--- src/rtl/hazard_ctrl_if.sv ---
// rtl/hazard_ctrl_if.sv - pipeline hazard signal bundle between stage logic and hazard_ctrl
interface hazard_ctrl_if #(
  parameter int WIDTH = 32,
  parameter int CNTW  = 16
);
  logic             trigger;
  logic             halt_reqE;
  logic [4:0]       rs1D;
  logic [4:0]       rs2D;
  logic [4:0]       rs1E;
  logic [4:0]       rs2E;
  logic [4:0]       rdE;
  logic [4:0]       rdM;
  logic [4:0]       rdW;
  logic             regwriteE;
  logic             regwriteM;
  logic             regwriteW;
  logic             resultsrcE;
  logic             pcsrcE;
  logic             stallF;
  logic             stallD;
  logic             flushD;
  logic             flushE;
  logic [1:0]       forwardAE;
  logic [1:0]       forwardBE;
  logic             running;
  logic [WIDTH-1:0] cycle_count;
  logic [CNTW-1:0]  stall_count;

  modport master (
    output trigger, halt_reqE, rs1D, rs2D, rs1E, rs2E, rdE, rdM, rdW,
           regwriteE, regwriteM, regwriteW, resultsrcE, pcsrcE,
    input  stallF, stallD, flushD, flushE, forwardAE, forwardBE,
           running, cycle_count, stall_count
  );

  modport slave (
    input  trigger, halt_reqE, rs1D, rs2D, rs1E, rs2E, rdE, rdM, rdW,
           regwriteE, regwriteM, regwriteW, resultsrcE, pcsrcE,
    output stallF, stallD, flushD, flushE, forwardAE, forwardBE,
           running, cycle_count, stall_count
  );
endinterface

--- src/rtl/hazard_ctrl.sv ---
// rtl/hazard_ctrl.sv - five-stage pipeline stall/flush/forward control with run sequencing
module hazard_ctrl #(
  parameter int WIDTH = 32,
  parameter int CNTW  = 16
) (
  input logic     clk,
  input logic     rst,
  hazard_ctrl_if.slave hz
);
  typedef enum logic [1:0] {IDLE, RUN, DRAIN} state_t;

  state_t           state;
  state_t           stateNext;
  logic             trig_q;
  logic [1:0]       drain_cnt;
  logic [WIDTH-1:0] cycleCnt;
  logic [CNTW-1:0]  stallCnt;

  logic             lwstall;
  logic             stallF;
  logic             stallD;
  logic             flushD;
  logic             flushE;
  logic [1:0]       fwdA;
  logic [1:0]       fwdB;

  // M wins over W; x0 is hardwired zero and never forwarded
  function automatic logic [1:0] fwdSel(input logic [4:0] rs,
                                        input logic wrM, input logic [4:0] rdM,
                                        input logic wrW, input logic [4:0] rdW);
    if (wrM && (rdM != 5'd0) && (rdM == rs))
      return 2'b10;
    else if (wrW && (rdW != 5'd0) && (rdW == rs))
      return 2'b01;
    else
      return 2'b00;
  endfunction

  always_comb begin
    stateNext = state;
    stallF    = 1'b0;
    stallD    = 1'b0;
    flushD    = 1'b0;
    flushE    = 1'b0;
    fwdA      = 2'b00;
    fwdB      = 2'b00;
    lwstall   = hz.resultsrcE & hz.regwriteE & (hz.rdE != 5'd0) &
                ((hz.rdE == hz.rs1D) | (hz.rdE == hz.rs2D));
    case (state)
      IDLE: begin
        stallF = 1'b1;
        stallD = 1'b1;
        flushE = 1'b1;
        if (hz.trigger && !trig_q)
          stateNext = RUN;
      end
      RUN: begin
        // a taken branch squashes the stalled instruction, so the stall is moot
        stallF = lwstall & ~hz.pcsrcE;
        stallD = lwstall & ~hz.pcsrcE;
        flushD = hz.pcsrcE;
        flushE = hz.pcsrcE | lwstall;
        fwdA   = fwdSel(hz.rs1E, hz.regwriteM, hz.rdM, hz.regwriteW, hz.rdW);
        fwdB   = fwdSel(hz.rs2E, hz.regwriteM, hz.rdM, hz.regwriteW, hz.rdW);
        if (hz.halt_reqE)
          stateNext = DRAIN;
      end
      DRAIN: begin
        stallF = 1'b1;
        stallD = 1'b1;
        flushD = 1'b1;
        flushE = 1'b1;
        fwdA   = fwdSel(hz.rs1E, hz.regwriteM, hz.rdM, hz.regwriteW, hz.rdW);
        fwdB   = fwdSel(hz.rs2E, hz.regwriteM, hz.rdM, hz.regwriteW, hz.rdW);
        if (drain_cnt == 2'd2)
          stateNext = IDLE;
      end
      default: stateNext = IDLE;
    endcase
  end

  always_ff @(posedge clk or negedge rst) begin
    if (!rst) begin
      state     <= IDLE;
      trig_q    <= 1'b0;
      drain_cnt <= 2'd0;
      cycleCnt  <= '0;
      stallCnt  <= '0;
    end else begin
      state  <= stateNext;
      trig_q <= hz.trigger;
      if (state == RUN)
        drain_cnt <= 2'd0;
      else if (state == DRAIN)
        drain_cnt <= drain_cnt + 2'd1;
      if (state == IDLE && stateNext == RUN) begin
        cycleCnt <= '0;
        stallCnt <= '0;
      end else if (state == RUN) begin
        cycleCnt <= cycleCnt + WIDTH'(1);
        if (lwstall && !hz.pcsrcE && (stallCnt != {CNTW{1'b1}}))
          stallCnt <= stallCnt + CNTW'(1);
      end
    end
  end

  assign hz.stallF      = stallF;
  assign hz.stallD      = stallD;
  assign hz.flushD      = flushD;
  assign hz.flushE      = flushE;
  assign hz.forwardAE   = fwdA;
  assign hz.forwardBE   = fwdB;
  assign hz.running     = (state == RUN);
  assign hz.cycle_count = cycleCnt;
  assign hz.stall_count = stallCnt;
endmodule
--- src/flat_wrapper.sv ---
// flat-port wrapper written by rule: the top's interface ports become plain ports
module hazard_ctrl_flat 
#(
  parameter int WIDTH = 32,
  parameter int CNTW  = 16
)
  (clk, rst, hz_trigger, hz_halt_reqE, hz_rs1D, hz_rs2D, hz_rs1E, hz_rs2E, hz_rdE, hz_rdM, hz_rdW, hz_regwriteE, hz_regwriteM, hz_regwriteW, hz_resultsrcE, hz_pcsrcE, hz_stallF, hz_stallD, hz_flushD, hz_flushE, hz_forwardAE, hz_forwardBE, hz_running, hz_cycle_count, hz_stall_count);
  hazard_ctrl_if #(.WIDTH(WIDTH), .CNTW(CNTW)) hz_i ();
  input logic clk;
  input logic rst;
  input wire logic [$bits(hz_i.trigger)-1:0] hz_trigger;
  input wire logic [$bits(hz_i.halt_reqE)-1:0] hz_halt_reqE;
  input wire logic [$bits(hz_i.rs1D)-1:0] hz_rs1D;
  input wire logic [$bits(hz_i.rs2D)-1:0] hz_rs2D;
  input wire logic [$bits(hz_i.rs1E)-1:0] hz_rs1E;
  input wire logic [$bits(hz_i.rs2E)-1:0] hz_rs2E;
  input wire logic [$bits(hz_i.rdE)-1:0] hz_rdE;
  input wire logic [$bits(hz_i.rdM)-1:0] hz_rdM;
  input wire logic [$bits(hz_i.rdW)-1:0] hz_rdW;
  input wire logic [$bits(hz_i.regwriteE)-1:0] hz_regwriteE;
  input wire logic [$bits(hz_i.regwriteM)-1:0] hz_regwriteM;
  input wire logic [$bits(hz_i.regwriteW)-1:0] hz_regwriteW;
  input wire logic [$bits(hz_i.resultsrcE)-1:0] hz_resultsrcE;
  input wire logic [$bits(hz_i.pcsrcE)-1:0] hz_pcsrcE;
  output wire logic [$bits(hz_i.stallF)-1:0] hz_stallF;
  output wire logic [$bits(hz_i.stallD)-1:0] hz_stallD;
  output wire logic [$bits(hz_i.flushD)-1:0] hz_flushD;
  output wire logic [$bits(hz_i.flushE)-1:0] hz_flushE;
  output wire logic [$bits(hz_i.forwardAE)-1:0] hz_forwardAE;
  output wire logic [$bits(hz_i.forwardBE)-1:0] hz_forwardBE;
  output wire logic [$bits(hz_i.running)-1:0] hz_running;
  output wire logic [$bits(hz_i.cycle_count)-1:0] hz_cycle_count;
  output wire logic [$bits(hz_i.stall_count)-1:0] hz_stall_count;
  assign hz_i.trigger = hz_trigger;
  assign hz_i.halt_reqE = hz_halt_reqE;
  assign hz_i.rs1D = hz_rs1D;
  assign hz_i.rs2D = hz_rs2D;
  assign hz_i.rs1E = hz_rs1E;
  assign hz_i.rs2E = hz_rs2E;
  assign hz_i.rdE = hz_rdE;
  assign hz_i.rdM = hz_rdM;
  assign hz_i.rdW = hz_rdW;
  assign hz_i.regwriteE = hz_regwriteE;
  assign hz_i.regwriteM = hz_regwriteM;
  assign hz_i.regwriteW = hz_regwriteW;
  assign hz_i.resultsrcE = hz_resultsrcE;
  assign hz_i.pcsrcE = hz_pcsrcE;
  assign hz_stallF = hz_i.stallF;
  assign hz_stallD = hz_i.stallD;
  assign hz_flushD = hz_i.flushD;
  assign hz_flushE = hz_i.flushE;
  assign hz_forwardAE = hz_i.forwardAE;
  assign hz_forwardBE = hz_i.forwardBE;
  assign hz_running = hz_i.running;
  assign hz_cycle_count = hz_i.cycle_count;
  assign hz_stall_count = hz_i.stall_count;
  hazard_ctrl #(.WIDTH(WIDTH), .CNTW(CNTW)) u_core (.clk(clk), .rst(rst), .hz(hz_i));
endmodule
--- config.mk ---
export PLATFORM = sky130hd
export DESIGN_NAME = hazard_ctrl_flat
export DESIGN_NICKNAME = d
export VERILOG_FILES = /design/src/rtl/hazard_ctrl_if.sv /design/src/rtl/hazard_ctrl.sv /design/src/flat_wrapper.sv
export SDC_FILE = /design/constraint.sdc
export NUM_CORES = 1
export LEC_CHECK = 0
export BUFFER_PORTS_ARGS = -buffer_cell sky130_fd_sc_hd__buf_2
export CAP_MARGIN = 20
export CORE_AREA = 4 4 135 72
export CTS_CLUSTER_SIZE = 16
export DETAILED_ROUTE_END_ITERATION = 8
export DIE_AREA = 0 0 139 76
export SLEW_MARGIN = 10
export SYNTH_ARGS = -nofsm -noshare
export SYNTH_HDL_FRONTEND = slang
export SYNTH_SLANG_ARGS = --single-unit
--- constraint.sdc ---
create_clock -name clk -period 3.6 [get_ports clk]
set_input_delay 0.54 -clock clk [delete_from_list [all_inputs] [get_ports clk]]
set_output_delay 0.54 -clock clk [all_outputs]
set_load 0.03 [all_outputs]
Yosys cells after proc, flatten, opt, wreduce, memory -nomap -nowiden
Index checks and enable logic that the tools add are counted. Widths: inputs -> output; s select.

Mux-type cells: 20. Equal/unequal tests: 11. $add $sub $neg: 3. Bitwise gates (word level): 7. Reductions and logical operators: 22.

Operators by type and width (number): $mux 32 (2); $mux 16 (3); $add 32x1->32 const B (1); $eq 5x5->1 (6); $mux 2 (9); $add 16x1->16 const B (1); $ne 16x16->1 const B (1); $reduce_bool 5->1 (3); $logic_and 1x1->1 (10); $pmux 1 s2 (3); $pmux 2 s3 (1); $reduce_bool 2->1 (3); $and 1x1->1 (4); $eq 2x1->1 const B (2); $eq 2x2->1 const B (2); $reduce_or 2->1 (2); $add 2x1->2 const B (1); $logic_not 1->1 (2); $logic_not 2->1 (1); $mux 1 (2); $or 1x1->1 (2); $reduce_and 2->1 (1); $not 1->1 (1).

Logic and storage cells: 68. Bits of input ports: 44. Output and inout port bits: 57. Register bits: 53.

Longest topological paths before layout
Depth after elaboration: 8. Gate-level depth with buffers: 9. Mapped depth without buffers: 7.

Worst setup path after synthesis
No wires, ideal clock.

Path type: register to output. Start point: register u_core.state[1]. End point: output hz_stallF. Required time: 3.060 ns. Arrival time: 2.456 ns. Buffers on the path: 1. Setup slack: 0.604 ns. Stages on the path, launching flop included: 8. Cells stage by stage: dfrtp_1 inv_1 ha_1 nor2b_1 nand2_1 or2_2 a21oi_1 buf_4.

RTL lines: start: declaration (RTL line hazard_ctrl.sv:12) `state_t state;`; start signal: assignment (RTL line hazard_ctrl.sv:90) `state <= stateNext;`; $eq 2x1->1; net hz_running (RTL line flat_wrapper.sv:31) `output wire logic [$bits(hz_i.running)-1:0] hz_running;`; $pmux 1 s2 (RTL line hazard_ctrl.sv:49) `case (state)`; end: declaration (RTL line flat_wrapper.sv:25) `output wire logic [$bits(hz_i.stallF)-1:0] hz_stallF;`.

The timed path passes the listed nets, and every way through them passes these cells.

Worst setup path after layout
Start point: register u_core.state[1]. End point: output hz_stallD.

Longest elaborated chain between the ends: 3.

Ends and longest elaborated chain: $eq 2x2->1 or $logic_not 2->1 (tied branches) (RTL line hazard_ctrl.sv:49); $reduce_or 2->1 (no source line); $pmux 1 s2 * (RTL line hazard_ctrl.sv:49); end: declaration (RTL line flat_wrapper.sv:26) `output wire logic [$bits(hz_i.stallD)-1:0] hz_stallD;`.

Every way passes the cells marked *; elsewhere a longest branch is shown, timed or not.

==> out/metrics.cfg <==
[place]
gp_congestion = 0.863
port_buffers = 100
dp.cells = 573
pre_cts_ws_ns = 0.717
place_area_um2 = 3960
dp_hpwl_mm = 6.50

[global_routing]
antenna_found_initial = 0
gr-usage-all-layers_pct = 16.2
grt_pass1_wl_mm = 14.6
grt_start_max_net_pins = 33
grt_overflow = 0
grt_pass1_vias = 2971

[detailed_routing]
wire_per_inst_um = 14.7
viasPerCell = 5.37
initialDrtViolationCount = 252
antenna_left = 0
vias = 3117
drc = 0
wirelength_mm = 8.55
drtPass1Iterations = 4

[worst_setup_path]
cp-end-kind = primary output
start_kind = flip-flop
critPathMaxFanout = 16
crit_chain = inv_1 > ha_1 > nor2b_1 > nand2_1 > or2_2 > a21oi_1 > buf_2
r2r-start = u_core.state[1]$_DFF_PN0_
max_stage_delay_ns = 0.53
crit_path_top_delay_cell = ha_1
critPathArrivalTime_ns = 2.72
cp-startpoint = u_core.state[1]$_DFF_PN0_
crit_type = flip-flop to primary output
crit_required_ns = 3.06

[finish]
final_common_cell = buf_2
layout_common_cells = 100 x buf_2, 53 x dfrtp_1, 38 x nor2_1
fin_nets = 515
layout.cells.non_filler = 580
fin_area_um2 = 4100
antennaDiodeCount = 0
syn_to_final_growth_pct = 22.8
drive_gt1_share_pct = 27.2
num-fill-cells = 844

[sta]
fin_crit_sh_pct = 90.6
fmax_mhz = 307
rsz0062_at_grt = no
setup_ws_ns = 0.339
setup_violations = 0
hold_violations = 0
finalClockSkew_ns = 0.00602
fin_crit_ns = 3.26
max-slew-margin-rel_pct = 31.1
worst_slew_pin_slew_ns = 1.03
setup_tns_ns = 0
slew_viol_final = 0

[synth]
avgSynthCellArea_um2 = 9.14
synth_cell_types = 45
ys_seq_area_share_pct = 39.7
synth_area_um2 = 3340
syn_inst = 365
ys_seq_elements = 53
syn_nets = 417
synth_warnings = 0

[clocking]
cts_max_level = 2
clk_latency_ns = 0.29
clockBufferDepth = 2
cts.repair.resized = 0
cts_made_buffers = 5
clk_pin_slew_ns = 0.07
post-cts-setup-buffers = 0
postCtsHoldBufs = 0
cts_tree = done
clock-sinks = 53
clockRootBuffer = clkbuf_16

[floorplanning]
die_w_um = 139
core_area_um2 = 8530
die_y_um = 76
die-area_um2 = 10600
ios = 101
rows = 24
start_util_pct = 39.1

[power]
power.density_nw_per_um2 = 453
irDropWorstVdd_mv = 0.220
leakagePower_uw = 0.00192

[flow_run]
drv_cap = 0

[run_status]
status = finished clean

[hold_path]
min_path_type = input pin to async pin

## layer usage
layer	global-route usage [%]	vias up	part of all wire, %
met5	0	-	0
li1	-	1521	-
met2	26.7	87	47
met1	22.5	1505	48
met4	2.54	0	0.44
met3	3.51	4	5.1
## report_power, final
group | total, uW | internal (uW) | switching (uW)
clock network | 475 | 256 | 219
registers | 676 | 634 | 41.5
logic | 706 | 225 | 481
## layout make-up
cell class              count  area, um^2  area share [%]
well taps                 117         146            3.57
repair buffers            105         538            13.1
clock inverters             2        16.3           0.397
inverters                   8        30.0           0.733
flip-flops and latches     53        1330            32.4
clock buffers               5         125            3.05
multi-input cells         290        1920            46.7
## per-stage QoR
step / util [%] / hold WS, ns / total power, uW
after global placement: 46.4 / 0.498 / 1400
after global routing: 48.0 / 0.334 / 1980
after floorplan: - / 0.244 / 1200
final: 48.0 / 0.268 / 1860
after detailed placement: 46.4 / 0.509 / 1400
after CTS: 48.0 / 0.296 / 1890
## flip-flops by register name (all words and copies together) (netlist names)
signal                 cells
u_core.hz.stall_count     16
u_core.trig_q              1
u_core.drain_cnt           2
u_core.state               2
u_core.hz.cycle_count     32
## cells in the mapped netlist, drive strengths merged
cell type | n | share of area, %
xor2 | 36 | 9.4
nor3 | 11 | 1.6
o311ai | 1 | 0.26
and3 | 7 | 1.4
o21ai | 6 | 0.90
clkbuf | 9 | 1.0
nor2 | 38 | 4.3
nor2b | 4 | 0.75
o211ai | 6 | 1.3
nand3 | 19 | 2.8
nor4b | 1 | 0.26
o311a | 2 | 0.60
or2 | 4 | 0.75
and4 | 4 | 1.1
xnor2 | 22 | 5.8
dfrtp | 53 | 40
ha | 8 | 3.0
and2 | 2 | 0.37
or4b | 1 | 0.30
nor4 | 12 | 2.2
o31ai | 11 | 2.5
nand3b | 1 | 0.23
o211a | 2 | 0.60
or4 | 21 | 4.9
mux2i | 2 | 0.60
buf | 5 | 0.94
or3 | 4 | 0.79
o31a | 1 | 0.26
a21oi | 16 | 2.4
o21a | 1 | 0.23
nand2 | 24 | 2.7
a211oi | 1 | 0.23
mux2 | 1 | 0.34
nand4 | 16 | 3.4
inv | 8 | 0.90
a22oi | 1 | 0.23
nand2b | 4 | 0.75
## path summary, 6_finish.rpt
| kind | slack (ns) | cells past startpoint | end |
|---|---|---|---|
| min reg2reg | 0.52 | 1 | u_core.drain_cnt[1]$_DFFE_PN0P_ |
| min | 0.27 | 1 | u_core.hz.cycle_count[6]$_DFFE_PN0P_ |
| min in group clk | 0.38 | 1 | u_core.trig_q$_DFF_PN0_ |
| max in group asynchronous | 2.53 | 2 | u_core.hz.stall_count[5]$_DFFE_PN0P_ |
| max | 0.34 | 7 | hz_stallD |
| max reg2reg | 0.75 | 6 | u_core.hz.stall_count[4]$_DFFE_PN0P_ |
## kinds of logic after synthesis
logic type,share of synthesized area (%)
XOR/XNOR,15.2
buffers and inverters,2.85
adder cells (fa/ha/maj),3.00
AND/OR/NAND/NOR,28.7
flip-flops,39.7
multiplexers,0.937
AO/OA/AOI/OAI,9.52
## worst max-delay path, delay by kind of cell (launching register included)
family,cells,cell delay (ns)
DFF,1,0.43
and+or+nand+nor,3,0.98
buffers and inverters,2,0.32
AOI/OAI and AO/OA,1,0.16
adders and majority gates,1,0.53
Power figures use the tool's default switching activity.
